File: config.mk
export PLATFORM = sky130hd
export DESIGN_NAME = mod_add_stream_flat
export DESIGN_NICKNAME = d
export VERILOG_FILES = /design/src/rtl/mod_add_stream_pkg.sv /design/src/rtl/mod_add_stream_if.sv /design/src/rtl/mod_add_stream_core.sv /design/src/rtl/mod_add_stream.sv /design/src/flat_wrapper.sv
export SDC_FILE = /design/constraint.sdc
export NUM_CORES = 1
export LEC_CHECK = 0
export BUFFER_PORTS_ARGS = -buffer_cell sky130_fd_sc_hd__buf_2
export CAP_MARGIN = 20
export CORE_MARGIN = 4
export CORE_UTILIZATION = 40
export CTS_CLUSTER_SIZE = 12
export DETAILED_ROUTE_END_ITERATION = 10
export GPL_TIMING_DRIVEN = 0
export PLACE_DENSITY = 0.69
export SLEW_MARGIN = 20
export SYNTH_ARGS = -nofsm -noshare
export SYNTH_HDL_FRONTEND = slang
export SYNTH_SLANG_ARGS = --single-unit
File: constraint.sdc
create_clock -name clk -period 4.05 [get_ports clk]
set_clock_uncertainty 0.05 [all_clocks]
set_input_delay 0.81 -clock clk [delete_from_list [all_inputs] [get_ports clk]]
set_output_delay 0.81 -clock clk [all_outputs]
set_load 0.05 [all_outputs]
File: src/rtl/mod_add_stream_pkg.sv
// Shared constants for the Kyber coefficient arithmetic units.
// The modular adder and the modular subtractor both import this package,
// so the modulus, the coefficient width and the polynomial length stay consistent.
package mod_add_stream_pkg;

    localparam int KYBER_Q = 3329;  // Kyber prime modulus
    localparam int COEFF_W = 12;    // coefficient width, KYBER_Q < 2**COEFF_W
    localparam int N_COEFF = 256;   // coefficients per polynomial

endpackage : mod_add_stream_pkg

File: src/rtl/mod_add_stream_if.sv
// Coefficient stream bundle: one input operand pair channel, one result channel.
//   in_valid / in_ready   : operand pair handshake
//   x_add, y_add          : operands
//   out_valid / out_ready : result handshake
//   z_add                 : result
//   out_last              : result closes a polynomial
// Modport slave is the adder side; modport master is the producer/consumer side.
interface mod_add_stream_if
    import mod_add_stream_pkg::*;
#(
    parameter int DATA_WIDTH = COEFF_W
);

    logic                  in_valid;
    logic                  in_ready;
    logic [DATA_WIDTH-1:0] x_add;
    logic [DATA_WIDTH-1:0] y_add;
    logic                  out_valid;
    logic                  out_ready;
    logic [DATA_WIDTH-1:0] z_add;
    logic                  out_last;

    modport slave (
        input  in_valid, x_add, y_add, out_ready,
        output in_ready, out_valid, z_add, out_last
    );

    modport master (
        output in_valid, x_add, y_add, out_ready,
        input  in_ready, out_valid, z_add, out_last
    );

endinterface : mod_add_stream_if

File: src/rtl/mod_add_stream_core.sv
// Combinational datapath of the modular adder, split in two halves so the
// top level can put a register between them:
//   x, y       -> sum = x + y, red = sum - Q (two's complement, sign on top bit)
//   sel_sum,
//   sel_red    -> z = sel_red negative ? sel_sum : sel_red, truncated to DATA_WIDTH
// Only one conditional subtraction is made, so z < Q only when x + y < 2Q.
module mod_add_core #(
    parameter int DATA_WIDTH = 12,
    parameter int Q          = 3329
) (
    input  logic [DATA_WIDTH-1:0] x,
    input  logic [DATA_WIDTH-1:0] y,
    output logic [DATA_WIDTH:0]   sum,
    output logic [DATA_WIDTH+1:0] red,
    input  logic [DATA_WIDTH:0]   sel_sum,
    input  logic [DATA_WIDTH+1:0] sel_red,
    output logic [DATA_WIDTH-1:0] z
);

    localparam int RED_W = DATA_WIDTH + 2;

    assign sum = {1'b0, x} + {1'b0, y};
    assign red = {1'b0, sum} - RED_W'(Q);

    // A negative red means sum < Q, so the unreduced sum is already the result.
    assign z = DATA_WIDTH'(sel_red[RED_W-1] ? {1'b0, sel_sum} : sel_red);

endmodule : mod_add_core

File: src/rtl/mod_add_stream.sv
// Streaming modular adder z = (x + y) mod Q, two-stage elastic pipeline.
// Ports:
//   clk   : rising-edge clock
//   rst   : synchronous active-high reset, discards in-flight data
//   bus   : mod_add_stream_if.slave, operand and result handshakes
//   busy  : some pipeline stage holds valid data
// Stage 1 registers x+y and x+y-Q; stage 2 selects the reduced value.
// Both stages advance together whenever the output register is empty or
// being drained, which gives one coefficient per cycle with out_ready high.
module mod_add_stream
    import mod_add_stream_pkg::*;
#(
    parameter int DATA_WIDTH = COEFF_W,
    parameter int Q          = KYBER_Q,
    parameter int N_COEFF    = mod_add_stream_pkg::N_COEFF
) (
    input  logic              clk,
    input  logic              rst,
    mod_add_stream_if.slave   bus,
    output logic              busy
);

    localparam int                CNT_W   = (N_COEFF > 1) ? $clog2(N_COEFF) : 1;
    localparam logic [CNT_W-1:0]  CNT_MAX = CNT_W'(N_COEFF - 1);

    logic                  en;
    logic                  s1_valid;
    logic [DATA_WIDTH:0]   s1_sum;
    logic [DATA_WIDTH+1:0] s1_red;
    logic [DATA_WIDTH:0]   core_sum;
    logic [DATA_WIDTH+1:0] core_red;
    logic [DATA_WIDTH-1:0] core_z;
    logic [CNT_W-1:0]      cnt;

    // The whole pipeline moves as one; a stalled output freezes both stages.
    assign en           = ~rst & (~bus.out_valid | bus.out_ready);
    assign bus.in_ready = en;

    mod_add_core #(
        .DATA_WIDTH (DATA_WIDTH),
        .Q          (Q)
    ) u_core (
        .x       (bus.x_add),
        .y       (bus.y_add),
        .sum     (core_sum),
        .red     (core_red),
        .sel_sum (s1_sum),
        .sel_red (s1_red),
        .z       (core_z)
    );

    // NOTE: sequential state uses non-blocking assignments so every register
    // samples pre-edge values regardless of statement order.
    always_ff @(posedge clk) begin
        if (rst) begin
            s1_valid      <= 1'b0;
            bus.out_valid <= 1'b0;
            bus.z_add     <= '0;
            cnt           <= '0;
        end else begin
            if (en) begin
                s1_valid      <= bus.in_valid;
                bus.out_valid <= s1_valid;
                if (s1_valid) begin
                    bus.z_add <= core_z;
                end
            end
            if (bus.out_valid && bus.out_ready) begin
                cnt <= (cnt == CNT_MAX) ? '0 : cnt + 1'b1;
            end
        end
    end

    // NOTE: stage-1 data registers carry no reset; s1_valid alone qualifies them,
    // and leaving them unreset keeps the reset net off the wide datapath.
    always_ff @(posedge clk) begin
        if (en && bus.in_valid) begin
            s1_sum <= core_sum;
            s1_red <= core_red;
        end
    end

    assign bus.out_last = bus.out_valid & (cnt == CNT_MAX);
    assign busy         = s1_valid | bus.out_valid;

endmodule : mod_add_stream
File: src/flat_wrapper.sv
// flat-port wrapper written by rule: the top's interface ports become plain ports
module mod_add_stream_flat import mod_add_stream_pkg::*;
#(
    parameter int DATA_WIDTH = COEFF_W,
    parameter int Q          = KYBER_Q,
    parameter int N_COEFF    = mod_add_stream_pkg::N_COEFF
)
  (clk, rst, busy, bus_in_valid, bus_x_add, bus_y_add, bus_out_ready, bus_in_ready, bus_out_valid, bus_z_add, bus_out_last);
  mod_add_stream_if #(.DATA_WIDTH(DATA_WIDTH)) bus_i ();
  input  logic clk;
  input  logic rst;
  output logic busy;
  input wire logic [$bits(bus_i.in_valid)-1:0] bus_in_valid;
  input wire logic [$bits(bus_i.x_add)-1:0] bus_x_add;
  input wire logic [$bits(bus_i.y_add)-1:0] bus_y_add;
  input wire logic [$bits(bus_i.out_ready)-1:0] bus_out_ready;
  output wire logic [$bits(bus_i.in_ready)-1:0] bus_in_ready;
  output wire logic [$bits(bus_i.out_valid)-1:0] bus_out_valid;
  output wire logic [$bits(bus_i.z_add)-1:0] bus_z_add;
  output wire logic [$bits(bus_i.out_last)-1:0] bus_out_last;
  assign bus_i.in_valid = bus_in_valid;
  assign bus_i.x_add = bus_x_add;
  assign bus_i.y_add = bus_y_add;
  assign bus_i.out_ready = bus_out_ready;
  assign bus_in_ready = bus_i.in_ready;
  assign bus_out_valid = bus_i.out_valid;
  assign bus_z_add = bus_i.z_add;
  assign bus_out_last = bus_i.out_last;
  mod_add_stream #(.DATA_WIDTH(DATA_WIDTH), .Q(Q), .N_COEFF(N_COEFF)) u_core (.clk(clk), .rst(rst), .bus(bus_i), .busy(busy));
endmodule
# [After elaboration in Yosys (flattened, before gate mapping)]
# Cells that the tools add are included.
[totals] in_bits=28 regBits=48 out_inout_bits=16 wordCells=21
[classes] addsub=3 mux=2 bitwise=6 reduce_logical=3 eq_ne=1
[ops] op="subtractor 13 x 12 -> 14 bit (second input constant)" n=1
[ops] op="adder 12 x 12 -> 13 bit" n=1
[ops] op="two-way mux 12 bit" n=1
[ops] op="adder 8 x 1 -> 8 bit (second input constant)" n=1
[ops] op="equality test 8 bit (second input constant)" n=1
[ops] op="two-way mux 8 bit" n=1
[ops] op="bitwise AND 1 bit" n=2
[ops] op="logical AND 1 bit" n=2
[ops] op="NOT 1 bit" n=2
[ops] op="OR 1 bit" n=2
[ops] op="AND reduction 2 bit" n=1

# [Longest topological paths before layout]
[logic_depth] depth_word=4 depth_mapped=10 ltp_nobuf=10

# [Cells and area by module]
# A second synthesis with hierarchy kept.
[hier_totals] hier_cells=248 hier_area_um2=2738.9
[by_module_without_submodules] module="mod_add_stream" cells_each=130 seq_area_each_um2=1251.2 n_inst=1 area_each_um2=1780.5
[by_module_without_submodules] module="mod_add_core" cells_each=118 seq_area_each_um2=0.0 n_inst=1 area_each_um2=958.4

# [Least setup slack after synthesis]
# No wires, ideal clock.
[synth_path] kind="input-to-reg" from="in bus_y_add[4]" to="reg u_core.s1_red[10] (data pin)" path_slack_ns=0.891 required_time_ns=3.736 cell_stages=8 setup_ns=0.264 t_arrival_ns=2.845 path_buffers=0 cell_sequence="ha_1 or3_1 a2111oi_2 a31oi_1 or3_2 o31ai_1 nand2_1 xor2_1"
[synth_via] elab_chain_len=2
[synth_lines] element="from (decl)" line="flat_wrapper.sv:15" text="input wire logic [$bits(bus_i.y_add)-1:0] bus_y_add;"
[synth_lines] element="adder 12 x 12 -> 13 bit" line="mod_add_stream_core.sv:22" text="assign sum = {1'b0, x} + {1'b0, y};"
[synth_lines] element="subtractor 13 x 12 -> 14 bit" line="mod_add_stream_core.sv:23" text="assign red = {1'b0, sum} - RED_W'(Q);"
[synth_lines] element="via u_core.core_red[10]" line="mod_add_stream.sv:31" text="logic [DATA_WIDTH+1:0] core_red;"
[synth_lines] element="to (signal assigned)" line="mod_add_stream.sv:79" text="s1_red <= core_red;"
[synth_lines] element="to (decl)" line="mod_add_stream.sv:29" text="logic [DATA_WIDTH+1:0] s1_red;"
# The timed path passes the listed nets, and every way through them passes these cells.
# A chain may end at the register's enable or synchronous reset.

# [Final worst setup path]
# Ends and elaborated chain as after synthesis.

==> results.sh <==
export IMPL_reg2reg_to="u_core.bus.z_add[4]"
export IMPL_htreeDepth=2
export IMPL_initial_core_util_pct=41.3
export IMPL_synthMostInstantiatedCell="nor2_1"
export IMPL_rrSetupSlack_ns=2.24
export IMPL_critical_path_startpoint_type="input pin"
export IMPL_io_pins=44
export IMPL_post_synth_top_area_fraction_pct=30.7
export IMPL_cts_buffer_depth=2
export IMPL_cts_setup_buffers=0
export IMPL_clk_pin_slew_ns=0.08
export IMPL_layout_cells_non_filler=351
export IMPL_p_leak_nw=1.20
export IMPL_ant_nets=0
export IMPL_yosys_cell_types_count=40
export IMPL_crit_type="in2reg"
export IMPL_cpLargestDelayFamily="simple AND/OR/NAND/NOR gates"
export IMPL_post_synth_cell_area_avg_sq_um=10.8
export IMPL_register_area_sq_mm=0.00119
export IMPL_ir_drop_mv=0.242
export IMPL_synth_edf_count=25
export IMPL_max_cap_violations=0
export IMPL_period_minus_slack_ns=3.11
export IMPL_yosys_area_top_type="edfxtp_1"
export IMPL_synth_cells=226
export IMPL_ys_ff_latch=47
export IMPL_core_area_sq_mm=0.00592
export IMPL_p_per_area_mw_per_mm2=421
export IMPL_dieArea_sq_mm=0.00742
export IMPL_whs_ns=0.435
export IMPL_via_per_inst=4.88
export IMPL_multi_input_area_sq_mm=0.00118
export IMPL_nNetsFinal=318
export IMPL_placed_cell_area_sq_mm=0.00275
export IMPL_fin_util_pct=48.6
export IMPL_critPathMaxFanout=6
export IMPL_critPathBufInv=1
export IMPL_slew_headroom_pct=53.8
export IMPL_required_ns=4.05
export IMPL_seq_area_frac_synth_pct=48.8
export IMPL_critical_path_slowest_cell="or3_2"
export IMPL_synthArstFlopShare_pct=0
export IMPL_hp_class="reg2reg"
export IMPL_cp_arrival_ns=3.11
export IMPL_critPathCaptureType="register"
export IMPL_rsz0062_at_grt="no"
export IMPL_layout_drive_gt1_share_pct=23.2
export IMPL_final_cell_area_sq_mm=0.00288
export IMPL_numCtsBuffers=5
export IMPL_wl_per_cell_microns=11.7
export IMPL_fin_crit_sh_pct=76.8
export IMPL_grt_pass1_wl_microns=7330
export IMPL_status="complete, no violations"
export IMPL_vias=1713
export IMPL_critPathMaxStageDelay_ns=0.51
export IMPL_final_hold_viol_count=0
export IMPL_drtIter0Drc=52
export IMPL_drc_errors=0
export IMPL_setup_violations=0
export IMPL_clock_latency_ns=0.30
export IMPL_finalWirelength_microns=4120
export IMPL_grt_max_degree=26
export IMPL_tightest_slew_ns=0.693
export IMPL_antenna_found_initial=0
export IMPL_cts_hold_buffers_added=0
export IMPL_holdPathEnd="u_core.cnt[1]"
export IMPL_synth_warnings=0
export IMPL_drv_slew=0
export IMPL_worstHoldStart="u_core.cnt[1]"
export IMPL_synth_main_ff_cell="edfxtp_1"
export IMPL_area_growth_pct=17.9
export IMPL_reg2reg_from="u_core.bus.out_valid"
export IMPL_cts_root_buf="clkbuf_8"
export IMPL_reg2reg_depth=7
export IMPL_fin_setup_tns_ns=0
export IMPL_grt_remaining_overflow=0
export IMPL_grt_util_all_layers_pct=12.2
export IMPL_worstPathCellList="buf_2 -> ha_1 -> or3_1 -> a2111oi_2 -> a31oi_1 -> or3_2 -> o31ai_1 -> nand2_1 -> xor2_1"
export IMPL_die_x_microns=86.1
export IMPL_fmax_mhz=322
export IMPL_n_antenna_cell=0
export IMPL_yosys_top_cells_count="nor2_1 (28), edfxtp_1 (25), dfxtp_1 (22)"
export IMPL_n_fill_cell=559
export IMPL_syn_nets=269
export IMPL_drt_pass1_iterations=4
export IMPL_place_congestion=0.805
export IMPL_syn_area_sq_mm=0.00244
export IMPL_ys_top_cells_by_area="edfxtp_1 (31%), dfxtp_1 (18%), ha_1 (7.2%)"
export IMPL_placementRows=28
export IMPL_cts_tree="done"
export IMPL_io_buffers=42
export IMPL_ctsResizeCount=0
export IMPL_die_y_microns=86.1
export IMPL_dp_cells=343
export IMPL_cts_sink_count=47
export IMPL_holdPathStages=2
export IMPL_hpwl_microns=3260
export IMPL_grt_pass1_vias=1628
## power by group
group,switching (mW),internal [mW],total [mW]
Sequential,0.0113,0.551,0.562
Clock,0.149,0.247,0.396
Combinational,0.154,0.100,0.255
Total,0.315,0.898,1.21
## flip-flops by register name (all words and copies together), names as in the netlist
name,count
u_core.bus.z_add,12
u_core.cnt,8
u_core.bus.out_valid,1
u_core.s1_red,13
u_core.s1_sum,12
u_core.s1_valid,1
## worst max path at each step
stage,startpoint,endpoint,slack [ns],depth (start not counted)
after floorplan,bus_y_add[4],u_core.s1_red[10],0.89,8
after global placement,bus_y_add[4],u_core.s1_red[10],0.64,9
after detailed placement,bus_y_add[4],u_core.s1_red[10],0.62,9
after CTS,bus_y_add[4],u_core.s1_red[10],0.93,9
after global routing,bus_y_add[1],u_core.s1_red[13],0.79,9
final,bus_y_add[4],u_core.s1_red[10],0.94,9
## per-layer routing
layer  GRT usage [%]  vias to the layer above  wire, microns
met3            3.46                        9            276
li1                -                      908              -
met4            5.04                        0             82
met1            15.9                      754           1890
met2            19.1                       42           1870
met5               0                        -              0
## per-stage QoR
| stage | total power [mW] | worst slack [ns] |
|---|---|---|
| global route | 1.28 | 0.794 |
| CTS | 1.23 | 0.934 |
| detailed placement | 0.831 | 0.620 |
| global placement | 0.824 | 0.640 |
| floorplan | 0.773 | 0.891 |
| finish | 1.21 | 0.941 |
## logic make-up (layout without fill, tap and decap cells)
| family | count (synthesis) | count (layout) | share of synthesized area (%) |
|---|---|---|---|
| flops | 47 | 47 | 48.8 |
| xor+xnor | 24 | 24 | 8.61 |
| mux | 13 | 13 | 5.33 |
| buf+inv | 18 | 68 | 2.77 |
| compound gates | 45 | 45 | 14.3 |
| simple gates | 64 | 64 | 12.2 |
| fa+ha+maj | 15 | 15 | 7.99 |
## worst reg2reg max path, cell delays in order (launching register included)
cell and delay [ns]:
dfxtp_1 0.37, nor2b_1 0.18, nor2_1 0.14, and2_1 0.14, clkbuf_1 0.20, clkbuf_1 0.36, nor2_1 0.08, a211oi_1 0.20
## layout by cell type, fill, tap and decap left out, types with 2 or more instances in the layout
cell / count
a211oi_1: 14
a21o_1: 2
a21oi_1: 6
a31oi_1: 2
and2_1: 2
and3_1: 4
buf_2: 42
bufinv_16: 2
clkbuf_1: 6
clkbuf_8: 5
dfxtp_1: 22
edfxtp_1: 25
ha_1: 14
inv_1: 12
mux2i_1: 13
nand2_1: 14
nand3_1: 3
nor2_1: 28
nor2b_1: 2
nor3_1: 2
o21ai_0: 6
o31ai_1: 3
or2_2: 3
or3_1: 2
xnor2_1: 12
xor2_1: 12
## cell type report
class                   count  area share [%]
plain buffers               6           0.782
clock buffers               6            2.52
clock inverters             2            2.09
inverters                  12            1.56
multi-input cells         161            41.1
flip-flops and latches     47            41.4
well taps                  75            3.26
repair buffers             42            7.30
Note: power is estimated with default switching activity, not from simulation.
